[src/rtl/spi_target.sv]
// SPI Mode-0 target port bridging an external SPI master to the Z80 I/O bus.
// Received bytes land in a 4-entry RX FIFO; the CPU preloads one TX byte.
//
// Ports:
//   clock, reset      system clock, synchronous active-high reset
//   cep               CPU-side clock enable qualifying bus strobes
//   iorq, wr, rd      Z80 bus strobes, active low
//   a, d              Z80 low address byte, CPU write data
//   q                 CPU read data (combinational)
//   ss, sck, mosi     SPI inputs from the master (asynchronous)
//   miso              SPI data to the master (registered)
module spi_target #(
    parameter logic [7:0] DATA_PORT = 8'h3B,
    parameter logic [7:0] STAT_PORT = 8'h3F,
    parameter logic [7:0] IDLE_BYTE = 8'hFF
) (
    input  logic       clock,
    input  logic       reset,
    input  logic       cep,
    input  logic       iorq,
    input  logic       wr,
    input  logic       rd,
    input  logic [7:0] a,
    input  logic [7:0] d,
    output logic [7:0] q,
    input  logic       ss,
    input  logic       sck,
    input  logic       mosi,
    output logic       miso
);

    typedef enum logic {
        S_IDLE,
        S_SHIFT
    } state_t;

    // ------------------------------------------------------------------
    // Synchronisers: [0],[1] form the 2-flop synchroniser, [2] is the
    // delayed copy used for edge detection.
    // ------------------------------------------------------------------
    logic [2:0] ss_sync;
    logic [2:0] sck_sync;
    logic [1:0] mosi_sync;

    always_ff @(posedge clock) begin
        if (reset) begin
            ss_sync   <= 3'b111;
            sck_sync  <= 3'b000;
            mosi_sync <= 2'b11;
        end else begin
            ss_sync   <= {ss_sync[1:0], ss};
            sck_sync  <= {sck_sync[1:0], sck};
            mosi_sync <= {mosi_sync[0], mosi};
        end
    end

    logic ss_fall;
    logic ss_rise;
    logic sck_rise;
    logic sck_fall;
    logic mosi_s;
    logic ss_active;

    assign ss_fall   = ss_sync[2] & ~ss_sync[1];
    assign ss_rise   = ~ss_sync[2] & ss_sync[1];
    assign sck_rise  = ~sck_sync[2] & sck_sync[1];
    assign sck_fall  = sck_sync[2] & ~sck_sync[1];
    assign mosi_s    = mosi_sync[1];
    assign ss_active = ~ss_sync[1];

    // ------------------------------------------------------------------
    // CPU bus decode: one pulse per strobe assertion, on a cep cycle.
    // ------------------------------------------------------------------
    logic hit_data;
    logic hit_stat;
    logic strobe;
    logic strobe_q;
    logic pulse;
    logic wr_pulse;
    logic rd_pulse;
    logic st_pulse;

    assign hit_data = (a == DATA_PORT);
    assign hit_stat = (a == STAT_PORT);
    assign strobe   = !iorq && (!wr || !rd) && (hit_data || hit_stat);
    assign pulse    = cep && strobe && !strobe_q;
    assign wr_pulse = pulse && !wr && hit_data;
    assign rd_pulse = pulse && !rd && hit_data;
    assign st_pulse = pulse && !rd && hit_stat;

    always_ff @(posedge clock) begin
        if (reset) begin
            strobe_q <= 1'b0;
        end else if (cep) begin
            strobe_q <= strobe;
        end
    end

    // ------------------------------------------------------------------
    // Shared SPI / FIFO / TX-holding signals
    // ------------------------------------------------------------------
    state_t     state;
    logic [2:0] bit_cnt;
    logic [7:0] tx_sh;
    logic [7:0] rx_sh;

    logic [7:0] fifo [4];
    logic [1:0] wp;
    logic [1:0] rp;
    logic [2:0] cnt;
    logic       overrun;

    logic [7:0] tx_hold;
    logic       tx_empty;

    logic       in_shift;
    logic       load_tx;
    logic       byte_done;
    logic [7:0] tx_next;
    logic [7:0] rx_byte;
    logic       rx_avail;
    logic       full;
    logic       pop;
    logic       push;
    logic       drop;

    assign in_shift  = (state == S_SHIFT);
    assign tx_next   = tx_empty ? IDLE_BYTE : tx_hold;
    assign rx_byte   = {rx_sh[6:0], mosi_s};

    // A TX byte is fetched at frame start and after every completed byte.
    assign load_tx   = (!in_shift && ss_fall)
                     || (in_shift && !ss_rise && sck_fall
                         && (bit_cnt == 3'd0));

    assign byte_done = in_shift && !ss_rise && sck_rise
                     && (bit_cnt == 3'd7);

    assign rx_avail  = (cnt != 3'd0);
    assign full      = (cnt == 3'd4);
    assign pop       = rd_pulse && rx_avail;

    // A pop in the same clock frees the slot, so a full FIFO still accepts.
    assign push      = byte_done && (!full || pop);
    assign drop      = byte_done && full && !pop;

    // ------------------------------------------------------------------
    // SPI shift state machine
    // ------------------------------------------------------------------
    always_ff @(posedge clock) begin
        if (reset) begin
            state   <= S_IDLE;
            bit_cnt <= 3'd0;
            tx_sh   <= 8'hFF;
            rx_sh   <= 8'hFF;
            miso    <= 1'b1;
        end else begin
            unique case (state)
                S_IDLE: begin
                    miso    <= 1'b1;
                    bit_cnt <= 3'd0;
                    if (ss_fall) begin
                        state <= S_SHIFT;
                        tx_sh <= tx_next;
                        miso  <= tx_next[7];
                    end
                end
                S_SHIFT: begin
                    if (ss_rise) begin
                        // Partial RX byte and any loaded TX byte are lost.
                        state   <= S_IDLE;
                        miso    <= 1'b1;
                        bit_cnt <= 3'd0;
                        rx_sh   <= 8'hFF;
                    end else if (sck_rise) begin
                        rx_sh   <= rx_byte;
                        bit_cnt <= bit_cnt + 3'd1;
                    end else if (sck_fall) begin
                        if (bit_cnt != 3'd0) begin
                            tx_sh <= {tx_sh[6:0], 1'b0};
                            miso  <= tx_sh[6];
                        end else begin
                            tx_sh <= tx_next;
                            miso  <= tx_next[7];
                        end
                    end
                end
                default: begin
                    state <= S_IDLE;
                end
            endcase
        end
    end

    // ------------------------------------------------------------------
    // RX FIFO storage (data needs no reset; count/pointers qualify it)
    // ------------------------------------------------------------------
    always_ff @(posedge clock) begin
        if (push) begin
            fifo[wp] <= rx_byte;
        end
    end

    always_ff @(posedge clock) begin
        if (reset) begin
            wp      <= 2'd0;
            rp      <= 2'd0;
            cnt     <= 3'd0;
            overrun <= 1'b0;
        end else begin
            if (push) begin
                wp <= wp + 2'd1;
            end
            if (pop) begin
                rp <= rp + 2'd1;
            end
            cnt <= cnt + {2'b00, push} - {2'b00, pop};
            // Set takes priority over a same-cycle status-read clear.
            if (drop) begin
                overrun <= 1'b1;
            end else if (st_pulse) begin
                overrun <= 1'b0;
            end
        end
    end

    // ------------------------------------------------------------------
    // TX holding register
    // ------------------------------------------------------------------
    always_ff @(posedge clock) begin
        if (reset) begin
            tx_hold  <= 8'hFF;
            tx_empty <= 1'b1;
        end else if (wr_pulse) begin
            // A same-cycle load consumed the old value; the new one stays.
            tx_hold  <= d;
            tx_empty <= 1'b0;
        end else if (load_tx && !tx_empty) begin
            tx_empty <= 1'b1;
        end
    end

    // ------------------------------------------------------------------
    // CPU read data
    // ------------------------------------------------------------------
    always_comb begin
        q = 8'hFF;
        unique case (1'b1)
            hit_stat: q = {4'b0000, ss_active, overrun, tx_empty, rx_avail};
            hit_data: q = rx_avail ? fifo[rp] : 8'hFF;
            default:  q = 8'hFF;
        endcase
    end

endmodule
[config.mk]
export PLATFORM = sky130hd
export DESIGN_NAME = spi_target
export DESIGN_NICKNAME = d
export VERILOG_FILES = /design/src/rtl/spi_target.sv
export SDC_FILE = /design/constraint.sdc
export NUM_CORES = 1
export LEC_CHECK = 0
export CORE_ASPECT_RATIO = 1.1
export CORE_MARGIN = 2
export CORE_UTILIZATION = 46
export DETAILED_ROUTE_END_ITERATION = 7
export GPL_TIMING_DRIVEN = 0
export PLACE_DENSITY = 0.74
export RECOVER_POWER = 50
export SYNTH_ARGS = -nofsm -noshare
export SYNTH_HDL_FRONTEND = slang
export SYNTH_SLANG_ARGS = --single-unit
[constraint.sdc]
create_clock -name clock -period 5.49 [get_ports clock]
set_clock_uncertainty 0.2 [all_clocks]
set_input_delay 1.098 -clock clock [delete_from_list [all_inputs] [get_ports clock]]
set_output_delay 1.098 -clock clock [all_outputs]
set_load 0.005 [all_outputs]
==> impl_metrics.ini <==
[clock_tree]
tritoncts = built
clkTransAtPathRegs_ns = 0.08
cts-root-buf = clkbuf_8
ctsLongestPathBuffers = 2
cts_made_buffers = 9
cts_setup_buffers = 0
htreeDepth = 3
clkLatencyLatePin_ns = 0.35
post_cts_resized = 0
clock_sinks = 79
ctsHoldBuffers = 0

[finish]
fillers = 588
regArea_sq_mm = 0.00190
fin_nets = 363
multi_input_area_sq_mm = 0.00132
layout-drive-gt1-share = 0.117
final_util = 0.565
fin_cells = 418
antenna_cells = 0
syn2layout_area_growth_pct = 18.5

[yosys]
synth_edf_count = 32
yosys.area_share.simple = 0.178
synth_warnings = 0
synth_xor_area_frac = 0.0105
synth_top_family_by_area = simple AND/OR/NAND/NOR gates
netlist_instances = 284
synth_compound_area_frac = 0.0907
synth_mux_area_frac = 0.0843
synth_area_leaders = edfxtp_1 29%, dfxtp_1 28%, mux4_2 5.4%
ys_seq_elements = 79
synthTopCellsByCount = 47 x dfxtp_1, 38 x nand2_1, 32 x edfxtp_1, 15 x nor2_1, 10 x inv_1
synth-adder-area-share = 0.0397
synth_cell_types = 49
post-synth-top-count-cell = dfxtp_1
synth-seq-area-share = 0.570
synth_area_sq_mm = 0.00334
synth_top_cell_by_area = edfxtp_1
synth_flop_cell = dfxtp_1
yosysTopAreaCellShare = 0.288
synth_fp_nets = 319
syn_area_per_cell_sq_um = 11.8
async_flop_share = 0

[status]
status = complete, no violations

[critical_path]
path_max_fanout = 10
r2r_setup_slack_ns = 2.47
worstPathArrival_ns = 2.99
critPathCaptureType = output port
crit_type = in -> out
crit_required_ns = 4.19
start_kind = input pin

[timing]
drv_slew = 0
finalSetupViolCount = 0
timing.setup.tns_ns = 0
worst_pin_slew_ns = 0.649
rsz0062_at_grt = false
slew_headroom = 0.563
hold_ws_ns = 0.214
hold_viol_final = 0
max_freq_ghz = 0.233
fin_crit_ns = 4.29
finalCritPeriodShare = 0.781

[power_and_ir_drop]
p_leak_nw = 1.23
power_density_mw_per_mm2 = 281
ir_drop_uv = 180

[floorplan]
initial_core_util = 0.477
rows = 32
die_x_um = 85.2
die_h_um = 93.4
io_pins = 34
coreArea_sq_mm = 0.00701
die-area_sq_mm = 0.00796

[global_routing]
use_met1 = 0.203
grt.total_usage = 0.170
antenna_found_initial = 0
grt_pass1_wl_um = 10200
top_usage_layer = met2
grt_overflow = 0
use_met3 = 0.0397
use_met2 = 0.285
grt_max_degree = 17
grt_pass1_vias = 2175

[placement]
gp_congestion = 0.728
io_buffers = 33
dp_hpwl_um = 4320
place_inst = 402

[detailed_routing]
drt-vias-per-instance = 5.35
drc = 0
detail-route-antenna-nets = 0
vias = 2237
avgRoutedWirePerCell_um = 14.4
wl_um = 6040
dr.pass1.iters = 4
initialDrtViolationCount = 91

[run]
maxCapViolCount = 0

[worst_hold_path]
hold_class = reg -> reg
==> stage by stage <==
| step | cell area, sq um | worst slack (ns) | total power [mW] |
|---|---|---|---|
| after floorplan | 3340 | 1.91 | 0.649 |
| after global placement | 3780 | 1.23 | 0.674 |
| after detailed placement | 3780 | 1.17 | 0.675 |
| after CTS | 3990 | 1.22 | 1.12 |
| after global routing | 3960 | 0.943 | 1.16 |
| final | 3960 | 1.20 | 1.11 |
==> cell type report <==
| class | count | share of cell area |
|---|---|---|
| Sequential cell | 79 | 0.481 |
| Multi-Input combinational cell | 183 | 0.332 |
| Timing Repair Buffer | 33 | 0.0835 |
| Clock buffer | 9 | 0.0313 |
| Tap cell | 85 | 0.0269 |
| Clock inverter | 7 | 0.0234 |
| Buffer | 12 | 0.0126 |
| Inverter | 10 | 0.00948 |
==> report_power, final <==
group / internal (mW) / switching, mW
Clock: 0.221 / 0.231
Sequential: 0.611 / 0.00389
Combinational: 0.0245 / 0.0203
==> worst max-delay path: stages <==
cell and delay, ns:
clkdlybuf4s50_1 0.39, nand4bb_1 0.32, nor2_1 0.58, nand2_1 0.12
clkdlybuf4s50_1 0.48
==> cell families after synthesis <==
group,after synthesis
AND/OR/NAND/NOR,106
flip-flops,79
AO/OA/AOI/OAI,45
buffers and inverters,22
multiplexers,18
adder cells (fa/ha/maj),10
XOR/XNOR,4
==> cell usage in the layout, fill, tap and decap left out, types with 2 or more instances in the layout <==
| cell type | synthesis | layout |
|---|---|---|
| mux4_2 | 8 | 8 |
| o311ai_0 | 6 | 6 |
| ha_1 | 9 | 9 |
| edfxtp_1 | 32 | 32 |
| nor4_1 | 1 | 2 |
| o22ai_1 | 9 | 9 |
| clkbuf_1 | 9 | 10 |
| nand3_1 | 7 | 7 |
| inv_1 | 10 | 10 |
| or3_1 | 2 | 2 |
| o211ai_1 | 2 | 2 |
| a211oi_1 | 6 | 6 |
| nor2b_1 | 7 | 7 |
| a31oi_1 | 2 | 2 |
| mux2i_1 | 9 | 9 |
| and2_1 | 4 | 4 |
| or2_2 | 6 | 6 |
| or4_1 | 2 | 2 |
| nor3_1 | 3 | 3 |
| xnor2_1 | 3 | 3 |
| nand2_1 | 38 | 38 |
| clkbuf_8 | 0 | 9 |
| o21ai_0 | 7 | 7 |
| nor3b_1 | 2 | 2 |
| clkdlybuf4s50_1 | 0 | 31 |
| nor2_1 | 15 | 15 |
| dfxtp_1 | 47 | 47 |
| nand4_1 | 2 | 2 |
| clkinv_4 | 0 | 3 |
| nor3_2 | 2 | 2 |
| nand4b_1 | 2 | 2 |
| dlygate4sd3_1 | 0 | 2 |
| a21oi_1 | 6 | 6 |
| nand2b_1 | 6 | 6 |
==> sequential cells by signal, summed over array words and instances, names as in the netlist, 2 cells and up, named ones only <==
register / count
rx_sh: 7
ss_sync: 3
tx_hold: 8
mosi_sync: 2
cnt: 3
tx_sh: 7
rp: 2
fifo: 32
sck_sync: 3
bit_cnt: 3
wp: 2
==> metal layers <==
layer,routed length [um],share of wire
met2,2960,0.49
met1,2700,0.45
met3,246,0.041
met4,136,0.023
met5,0,0
==> final timing paths <==
path	cells past startpoint	to	startpoint
worst max-delay path	5	q[7]	a[6]
worst min-delay path	1	ss_sync[1]	ss_sync[0]
worst max register to register	12	cnt[2]	strobe_q
worst min register to register	1	ss_sync[1]	ss_sync[0]
Note: power is estimated with default switching activity, not from simulation.
